**config.mk**
```make
export PLATFORM = sky130hd
export DESIGN_NAME = icache_fill_flat
export DESIGN_NICKNAME = d
export VERILOG_FILES = /design/src/rtl/icache_fill_pkg.sv /design/src/rtl/icache_fill_if.sv /design/src/rtl/icache_fill_array.sv /design/src/rtl/icache_fill.sv /design/src/flat_wrapper.sv
export SDC_FILE = /design/constraint.sdc
export NUM_CORES = 2
export LEC_CHECK = 0
export ABC_AREA = 0
export BUFFER_PORTS_ARGS = -buffer_cell sky130_fd_sc_hd__buf_2
export CAP_MARGIN = 10
export CORE_MARGIN = 3
export CORE_UTILIZATION = 40
export CTS_CLUSTER_DIAMETER = 50
export DETAILED_ROUTE_END_ITERATION = 7
export PLACE_DENSITY = 0.65
export SLEW_MARGIN = 20
export SYNTH_ARGS = -nofsm -noshare
export SYNTH_HDL_FRONTEND = slang
export SYNTH_SLANG_ARGS = --single-unit
export TNS_END_PERCENT = 30
```
**constraint.sdc**
```tcl
create_clock -name clk -period 35.6 [get_ports clk]
set_input_delay 5.34 -clock clk [delete_from_list [all_inputs] [get_ports clk]]
set_output_delay 5.34 -clock clk [all_outputs]
set_load 0.01 [all_outputs]
```
**src/rtl/icache_fill_pkg.sv**
```systemverilog
`default_nettype none
// ============================================================================
//  Module   : icache_fill_pkg
//  Purpose  : Shared state encoding, default geometry and width helpers for
//             the instruction cache and its refill engine.
//  Revision : 1.0  initial release
// ============================================================================
package icache_fill_pkg;

    typedef enum logic [1:0] {
        ST_IDLE  = 2'd0,
        ST_REQ   = 2'd1,
        ST_FILL  = 2'd2,
        ST_WRITE = 2'd3
    } state_t;

    localparam int DEF_LINES = 16;
    localparam int DEF_WORDS = 4;

    // Byte-offset bits of a line address (word select plus byte lanes).
    function automatic int offb(input int words);
        return $clog2(words) + 2;
    endfunction

    function automatic int idxb(input int lines);
        return $clog2(lines);
    endfunction

endpackage
`default_nettype wire

```
**src/rtl/icache_fill_if.sv**
```systemverilog
`default_nettype none
// ============================================================================
//  Module   : icache_fill_if
//  Purpose  : Fetch-side lookup and backing-memory refill signals of the
//             instruction cache, seen from the cache (slave) or its peers.
//  Revision : 1.0  initial release
// ============================================================================
interface icache_fill_if;

    logic [31:0] pc_req_sy0;
    logic        inv_all;
    logic [31:0] instr_fill_sy0;
    logic        ic_miss_sy0;
    logic        mem_req;
    logic [31:0] mem_addr;
    logic        mem_ack;
    logic        mem_val;
    logic [31:0] mem_data;
    logic [15:0] miss_cnt;

    modport master (
        output pc_req_sy0, inv_all, mem_ack, mem_val, mem_data,
        input  instr_fill_sy0, ic_miss_sy0, mem_req, mem_addr, miss_cnt
    );

    modport slave (
        input  pc_req_sy0, inv_all, mem_ack, mem_val, mem_data,
        output instr_fill_sy0, ic_miss_sy0, mem_req, mem_addr, miss_cnt
    );

endinterface
`default_nettype wire

```
**src/rtl/icache_fill_array.sv**
```systemverilog
`default_nettype none
// ============================================================================
//  Module   : icache_fill_array
//  Purpose  : Tag, valid and data storage of the direct-mapped I-cache with a
//             combinational read port and a whole-line write port.
//  Revision : 1.0  initial release
// ============================================================================
module icache_fill_array
    import icache_fill_pkg::*;
#(
    parameter int LINES = DEF_LINES,
    parameter int WORDS = DEF_WORDS
) (
    input  wire logic                              clk,
    input  wire logic                              reset,
    input  wire logic [idxb(LINES)-1:0]            rd_idx,
    input  wire logic [offb(WORDS)-3:0]            rd_word,
    output      logic [31-offb(WORDS)-idxb(LINES):0] rd_tag,
    output      logic                              rd_valid,
    output      logic [31:0]                       rd_data,
    input  wire logic                              wr_en,
    input  wire logic [idxb(LINES)-1:0]            wr_idx,
    input  wire logic [31-offb(WORDS)-idxb(LINES):0] wr_tag,
    input  wire logic                              wr_valid,
    input  wire logic [WORDS*32-1:0]               wr_line,
    input  wire logic                              clr_all
);

    localparam int OFFB = offb(WORDS);
    localparam int IDXB = idxb(LINES);
    localparam int TAGB = 32 - OFFB - IDXB;

    logic [TAGB-1:0]     r_tag  [LINES];
    logic [WORDS*32-1:0] r_data [LINES];
    logic [LINES-1:0]    r_valid;

    always_ff @(posedge clk) begin
        if (wr_en) begin
            r_tag[wr_idx]  <= wr_tag;
            r_data[wr_idx] <= wr_line;
        end
    end

    // Clear-all outranks a concurrent line install.
    always_ff @(posedge clk or posedge reset) begin
        if (reset) begin
            r_valid <= '0;
        end else if (clr_all) begin
            r_valid <= '0;
        end else if (wr_en) begin
            r_valid[wr_idx] <= wr_valid;
        end
    end

    assign rd_tag   = r_tag[rd_idx];
    assign rd_valid = r_valid[rd_idx];
    assign rd_data  = r_data[rd_idx][{rd_word, 5'd0} +: 32];

endmodule
`default_nettype wire

```
**src/rtl/icache_fill.sv**
```systemverilog
`default_nettype none
// ============================================================================
//  Module   : icache_fill
//  Purpose  : Direct-mapped read-only instruction cache: zero-latency hit
//             lookup plus a line-refill FSM towards backing memory.
//  Revision : 1.0  initial release
// ============================================================================
module icache_fill
    import icache_fill_pkg::*;
#(
    parameter int LINES = DEF_LINES,
    parameter int WORDS = DEF_WORDS
) (
    input  wire logic    clk,
    input  wire logic    reset,
    icache_fill_if.slave bus
);

    localparam int OFFB = offb(WORDS);
    localparam int IDXB = idxb(LINES);
    localparam int TAGB = 32 - OFFB - IDXB;
    localparam int BCB  = OFFB - 2;
    localparam logic [BCB-1:0] c_last_beat = BCB'(WORDS - 1);

    state_t              r_state;
    logic [31:0]         r_miss_addr;
    logic [WORDS*32-1:0] r_line;
    logic [BCB-1:0]      r_beat;
    logic                r_squash;
    logic                r_mem_req;
    logic [15:0]         r_miss_cnt;

    logic [IDXB-1:0] w_idx;
    logic [BCB-1:0]  w_word;
    logic [TAGB-1:0] w_tag;
    logic [TAGB-1:0] w_rd_tag;
    logic            w_rd_valid;
    logic [31:0]     w_rd_data;
    logic            w_hit;
    logic            w_wr_en;
    logic [1:0]      w_unused_pc;

    assign w_idx       = bus.pc_req_sy0[OFFB+IDXB-1:OFFB];
    assign w_word      = bus.pc_req_sy0[OFFB-1:2];
    assign w_tag       = bus.pc_req_sy0[31:OFFB+IDXB];
    assign w_unused_pc = bus.pc_req_sy0[1:0];
    assign w_wr_en     = (r_state == ST_WRITE);

    icache_fill_array #(
        .LINES (LINES),
        .WORDS (WORDS)
    ) u_array (
        .clk      (clk),
        .reset    (reset),
        .rd_idx   (w_idx),
        .rd_word  (w_word),
        .rd_tag   (w_rd_tag),
        .rd_valid (w_rd_valid),
        .rd_data  (w_rd_data),
        .wr_en    (w_wr_en),
        .wr_idx   (r_miss_addr[OFFB+IDXB-1:OFFB]),
        .wr_tag   (r_miss_addr[31:OFFB+IDXB]),
        .wr_valid (!r_squash),
        .wr_line  (r_line),
        .clr_all  (bus.inv_all)
    );

    // Lookups are only trusted in IDLE so a half-built line is never served.
    assign w_hit = (r_state == ST_IDLE) && w_rd_valid && (w_rd_tag == w_tag);

    assign bus.ic_miss_sy0    = !w_hit;
    assign bus.instr_fill_sy0 = w_hit ? w_rd_data : 32'd0;
    assign bus.mem_req        = r_mem_req;
    assign bus.mem_addr       = r_miss_addr;
    assign bus.miss_cnt       = r_miss_cnt;

    always_ff @(posedge clk or posedge reset) begin
        if (reset) begin
            r_state     <= ST_IDLE;
            r_miss_addr <= '0;
            r_line      <= '0;
            r_beat      <= '0;
            r_squash    <= 1'b0;
            r_mem_req   <= 1'b0;
            r_miss_cnt  <= '0;
        end else begin
            case (r_state)
                ST_IDLE: begin
                    if (!w_hit) begin
                        r_miss_addr <= {bus.pc_req_sy0[31:OFFB], {OFFB{1'b0}}};
                        if (r_miss_cnt != 16'hFFFF) begin
                            r_miss_cnt <= r_miss_cnt + 16'd1;
                        end
                        r_mem_req <= 1'b1;
                        r_state   <= ST_REQ;
                    end
                end
                ST_REQ: begin
                    if (bus.inv_all) begin
                        r_squash <= 1'b1;
                    end
                    if (bus.mem_ack) begin
                        r_mem_req <= 1'b0;
                        r_beat    <= '0;
                        r_state   <= ST_FILL;
                    end
                end
                ST_FILL: begin
                    if (bus.inv_all) begin
                        r_squash <= 1'b1;
                    end
                    if (bus.mem_val) begin
                        r_line[{r_beat, 5'd0} +: 32] <= bus.mem_data;
                        r_beat <= r_beat + BCB'(1);
                        if (r_beat == c_last_beat) begin
                            r_state <= ST_WRITE;
                        end
                    end
                end
                ST_WRITE: begin
                    r_squash <= 1'b0;
                    r_state  <= ST_IDLE;
                end
                default: begin
                    r_state <= ST_IDLE;
                end
            endcase
        end
    end

endmodule
`default_nettype wire

```
**src/flat_wrapper.sv**
```systemverilog
// flat-port wrapper written by rule: the top's interface ports become plain ports
module icache_fill_flat import icache_fill_pkg::*;
#(
    parameter int LINES = DEF_LINES,
    parameter int WORDS = DEF_WORDS
)
  (clk, reset, bus_pc_req_sy0, bus_inv_all, bus_mem_ack, bus_mem_val, bus_mem_data, bus_instr_fill_sy0, bus_ic_miss_sy0, bus_mem_req, bus_mem_addr, bus_miss_cnt);
  icache_fill_if bus_i ();
  input  wire logic clk;
  input  wire logic reset;
  input wire logic [$bits(bus_i.pc_req_sy0)-1:0] bus_pc_req_sy0;
  input wire logic [$bits(bus_i.inv_all)-1:0] bus_inv_all;
  input wire logic [$bits(bus_i.mem_ack)-1:0] bus_mem_ack;
  input wire logic [$bits(bus_i.mem_val)-1:0] bus_mem_val;
  input wire logic [$bits(bus_i.mem_data)-1:0] bus_mem_data;
  output wire logic [$bits(bus_i.instr_fill_sy0)-1:0] bus_instr_fill_sy0;
  output wire logic [$bits(bus_i.ic_miss_sy0)-1:0] bus_ic_miss_sy0;
  output wire logic [$bits(bus_i.mem_req)-1:0] bus_mem_req;
  output wire logic [$bits(bus_i.mem_addr)-1:0] bus_mem_addr;
  output wire logic [$bits(bus_i.miss_cnt)-1:0] bus_miss_cnt;
  assign bus_i.pc_req_sy0 = bus_pc_req_sy0;
  assign bus_i.inv_all = bus_inv_all;
  assign bus_i.mem_ack = bus_mem_ack;
  assign bus_i.mem_val = bus_mem_val;
  assign bus_i.mem_data = bus_mem_data;
  assign bus_instr_fill_sy0 = bus_i.instr_fill_sy0;
  assign bus_ic_miss_sy0 = bus_i.ic_miss_sy0;
  assign bus_mem_req = bus_i.mem_req;
  assign bus_mem_addr = bus_i.mem_addr;
  assign bus_miss_cnt = bus_i.miss_cnt;
  icache_fill #(.LINES(LINES), .WORDS(WORDS)) u_core (.clk(clk), .reset(reset), .bus(bus_i));
endmodule
```
==> flow_metrics.py <==
metrics = {
    "status": {
        "status": "completed",
    },
    "cts": {
        "ctsResizeCount": 0,
        "cts-root-buf": "clkbuf_16",
        "clk_latency_ns": 0.94,
        "cts.path.max_buffers": 4,
        "cts_buffers": 304,
        "holdBufCountCts": 0,
        "cts_tree": "done",
        "cts.sinks": 2626,
        "h-tree-depth": 5,
        "cts.clk_slew.worst_paths_ns": 0.04,
        "cts_setup_buffers": 0,
    },
    "drt": {
        "initialDrtViolationCount": 4678,
        "vias_per_cell": 5.71,
        "dr.pass1.iters": 5,
        "ant_nets": 0,
        "vias": 46200,
        "drt_wl_total_um": 237000,
        "routedWlPerCell_um": 29.2,
        "drc_errors": 0,
    },
    "placed_design": {
        "post-dp-hpwl_um": 115000,
        "gp_congestion": 0.725,
        "portBuffers": 144,
        "placed_area_um2": 105000,
    },
    "yosys": {
        "netlist_area_um2": 101000,
        "synth.yosys.seq_area_share_pct": 77.3,
        "synth.avg_cell_area_um2": 23.9,
        "synth_top_area_cell": "edfxtp_1",
        "synth_cell_types": 61,
        "ys_warn_count": 0,
        "synthCells": 4219,
        "synth_common_cells": "2,432 x edfxtp_1, 731 x mux4_2, 194 x dfrtp_1, 131 x a22o_1, 115 x buf_2",
        "synthFlopType": "edfxtp_1",
        "async_reset_ff_share_pct": 7.39,
        "synth.area.top_cells": "edfxtp_1 72%, mux4_2 16%, dfrtp_1 4.8%",
        "synth_top_area_share_pct": 72.5,
        "synth_seq_cells": 2626,
        "synth_edf_count": 2432,
        "yosysMostFrequentCell": "edfxtp_1",
    },
    "floorplanning": {
        "die_x_um": 508,
        "die_h_um": 508,
        "die_area_um2": 258000,
        "rows": 183,
        "io_pins": 151,
        "start_util_pct": 40.4,
        "core_um2": 250000,
    },
    "finish": {
        "area_growth_pct": 14.1,
        "fin_nets": 4610,
        "fillers": 20400,
        "regArea_um2": 77900,
        "drive_above_1_share_pct": 31.5,
        "postLayoutCellArea_um2": 115000,
        "multi_input_area_um2": 21800,
    },
    "critical_path": {
        "cp_slowest_cell": "buf_4",
        "cpPeakStageDelay_ns": 0.88,
        "crit_chain": "buf_8 > buf_4 > buf_4 > buf_4 > buf_4 > mux4_2 > mux4_2 > nor2b_1 > a211oi_1 > a211oi_2 > buf_2",
        "crit_family": "buffers and inverters",
        "critPathKind": "in -> out",
        "crit_buf_inv": 6,
        "required_ns": 30.26,
        "end_kind": "output port",
        "crit_path_max_fanout": 79,
        "startpoint_type": "input port",
        "critical_path_arrival_ns": 11.37,
        "crit_top_cell": "buf_4",
    },
    "timing": {
        "slew_headroom_pct": 22.5,
        "period_share_pct": 46.9,
        "setup_tns_ns": 0,
        "hold_viol_final": 0,
        "fmax_mhz": 59.9,
        "maxSlewViolCount": 0,
        "skew_ns": 0.0975,
        "min_period_ns": 16.71,
        "rsz0062_at_grt": "false",
        "whs_ns": 0.489,
        "finalSetupViolations": 0,
        "tightest_slew_ns": 1.16,
    },
    "pwr": {
        "vdd_ir_drop_max_mv": 0.0528,
        "leakagePower_uw": 0.0387,
        "power.density_nw_per_um2": 65.4,
    },
    "run": {
        "drv_cap": 0,
    },
    "grt": {
        "antenna_found_initial": 31,
        "grt_use_total_pct": 18.3,
        "grt_max_degree": 150,
        "grt_pass1_vias": 48800,
        "globalRoute.totalOverflow": 0,
        "grt_pass1_wl_um": 345000,
    },
    "min_path": {
        "hold_class": "reg -> reg",
    },
}
==> through the flow <==
stage          worst slack [ns]  total power (uW)  instances  utilization (%)
3_5_place_dp              18.63              4660       7554             42.3
3_3_place_gp              18.67              4620       7554             42.3
6_report                  18.89              7530       8092             46.1
2_1_floorplan             22.01              4380       4222                -
4_1_cts                   18.64              7600       8085             46.1
5_1_grt                   18.26              7790       8088             46.1
==> power breakdown <==
| part | switching, uW | internal (uW) |
|---|---|---|
| clock | 1190 | 1760 |
| combinational | 396 | 244 |
| sequential | 202 | 3740 |
==> registers in the layout (all words and copies together), names as in the netlist <==
| name | cells |
|---|---|
| u_core.bus.mem_addr | 28 |
| u_core.bus.mem_req | 1 |
| u_core.bus.miss_cnt | 16 |
| u_core.r_beat | 2 |
| u_core.r_line | 128 |
| u_core.r_squash | 1 |
| u_core.r_state | 2 |
| u_core.u_array.r_data | 2048 |
| u_core.u_array.r_tag | 384 |
| u_core.u_array.r_valid | 16 |
==> worst register-to-register path: cells and delay by family (launching register included) <==
kind,cells,cell delay [ns]
AND/OR/NAND/NOR,2,0.85
buffers and inverters,3,2.36
flip-flops,1,0.39
adder cells (fa/ha/maj),1,0.61
==> kinds of logic after synthesis <==
kind of cell | share of synthesized area (%)
fa+ha+maj | 0.137
xor+xnor | 0.391
mux | 17.7
compound gates | 2.04
buf+inv | 1.30
other cells | 0.00372
flops | 77.3
simple gates | 1.13
==> metal layers <==
metal	wire length, um	up-vias	track usage [%]
met5	96	-	0
met4	5900	14	5.19
met3	16400	364	3.52
met2	117000	1701	30.2
met1	96700	25300	25.0
li1	-	18800	-
==> worst paths after layout <==
path,end,start,cells past startpoint,slack [ns]
setup / recovery,bus_instr_fill_sy0[18],bus_pc_req_sy0[4],11,18.89
hold / removal,u_core.bus.miss_cnt[9],u_core.bus.miss_cnt[9],1,0.49
setup reg to reg,u_core.u_array.r_tag[9][19],u_core.r_state[1],6,30.89
hold reg to reg,u_core.bus.miss_cnt[9],u_core.bus.miss_cnt[9],1,0.49
max in group asynchronous,u_core.bus.miss_cnt[10],reset,3,29.65
min in group asynchronous,u_core.bus.mem_addr[31],reset,2,4.48
==> placed cells by master, fill, tap and decap left out, types with 16 or more instances in the layout <==
cell type  instances
buf_2            138
clkinv_1          26
bufinv_16         17
buf_4             79
clkinv_2          39
clkbuf_16        309
xor2_1            22
xnor2_1           23
nand3_1           16
a211oi_2          16
mux2i_1           76
clkbuf_1          75
mux2_4            21
nor2_1            30
nor2b_1           32
mux4_2           731
a211oi_1          37
mux2_2            28
nand2_1           32
clkbuf_8          17
a22o_1           131
dfrtp_1          194
edfxtp_1        2432
==> layout make-up <==
type | instances | area share, %
clock inverters | 130 | 1.09
flip-flops and latches | 2626 | 67.7
diodes | 7 | 0.0152
multi-input cells | 1353 | 18.9
inverters | 9 | 0.0402
clock buffers | 401 | 7.17
repair buffers | 236 | 1.41
well taps | 3330 | 3.62
No activity file was read; power rests on OpenSTA's default activity.
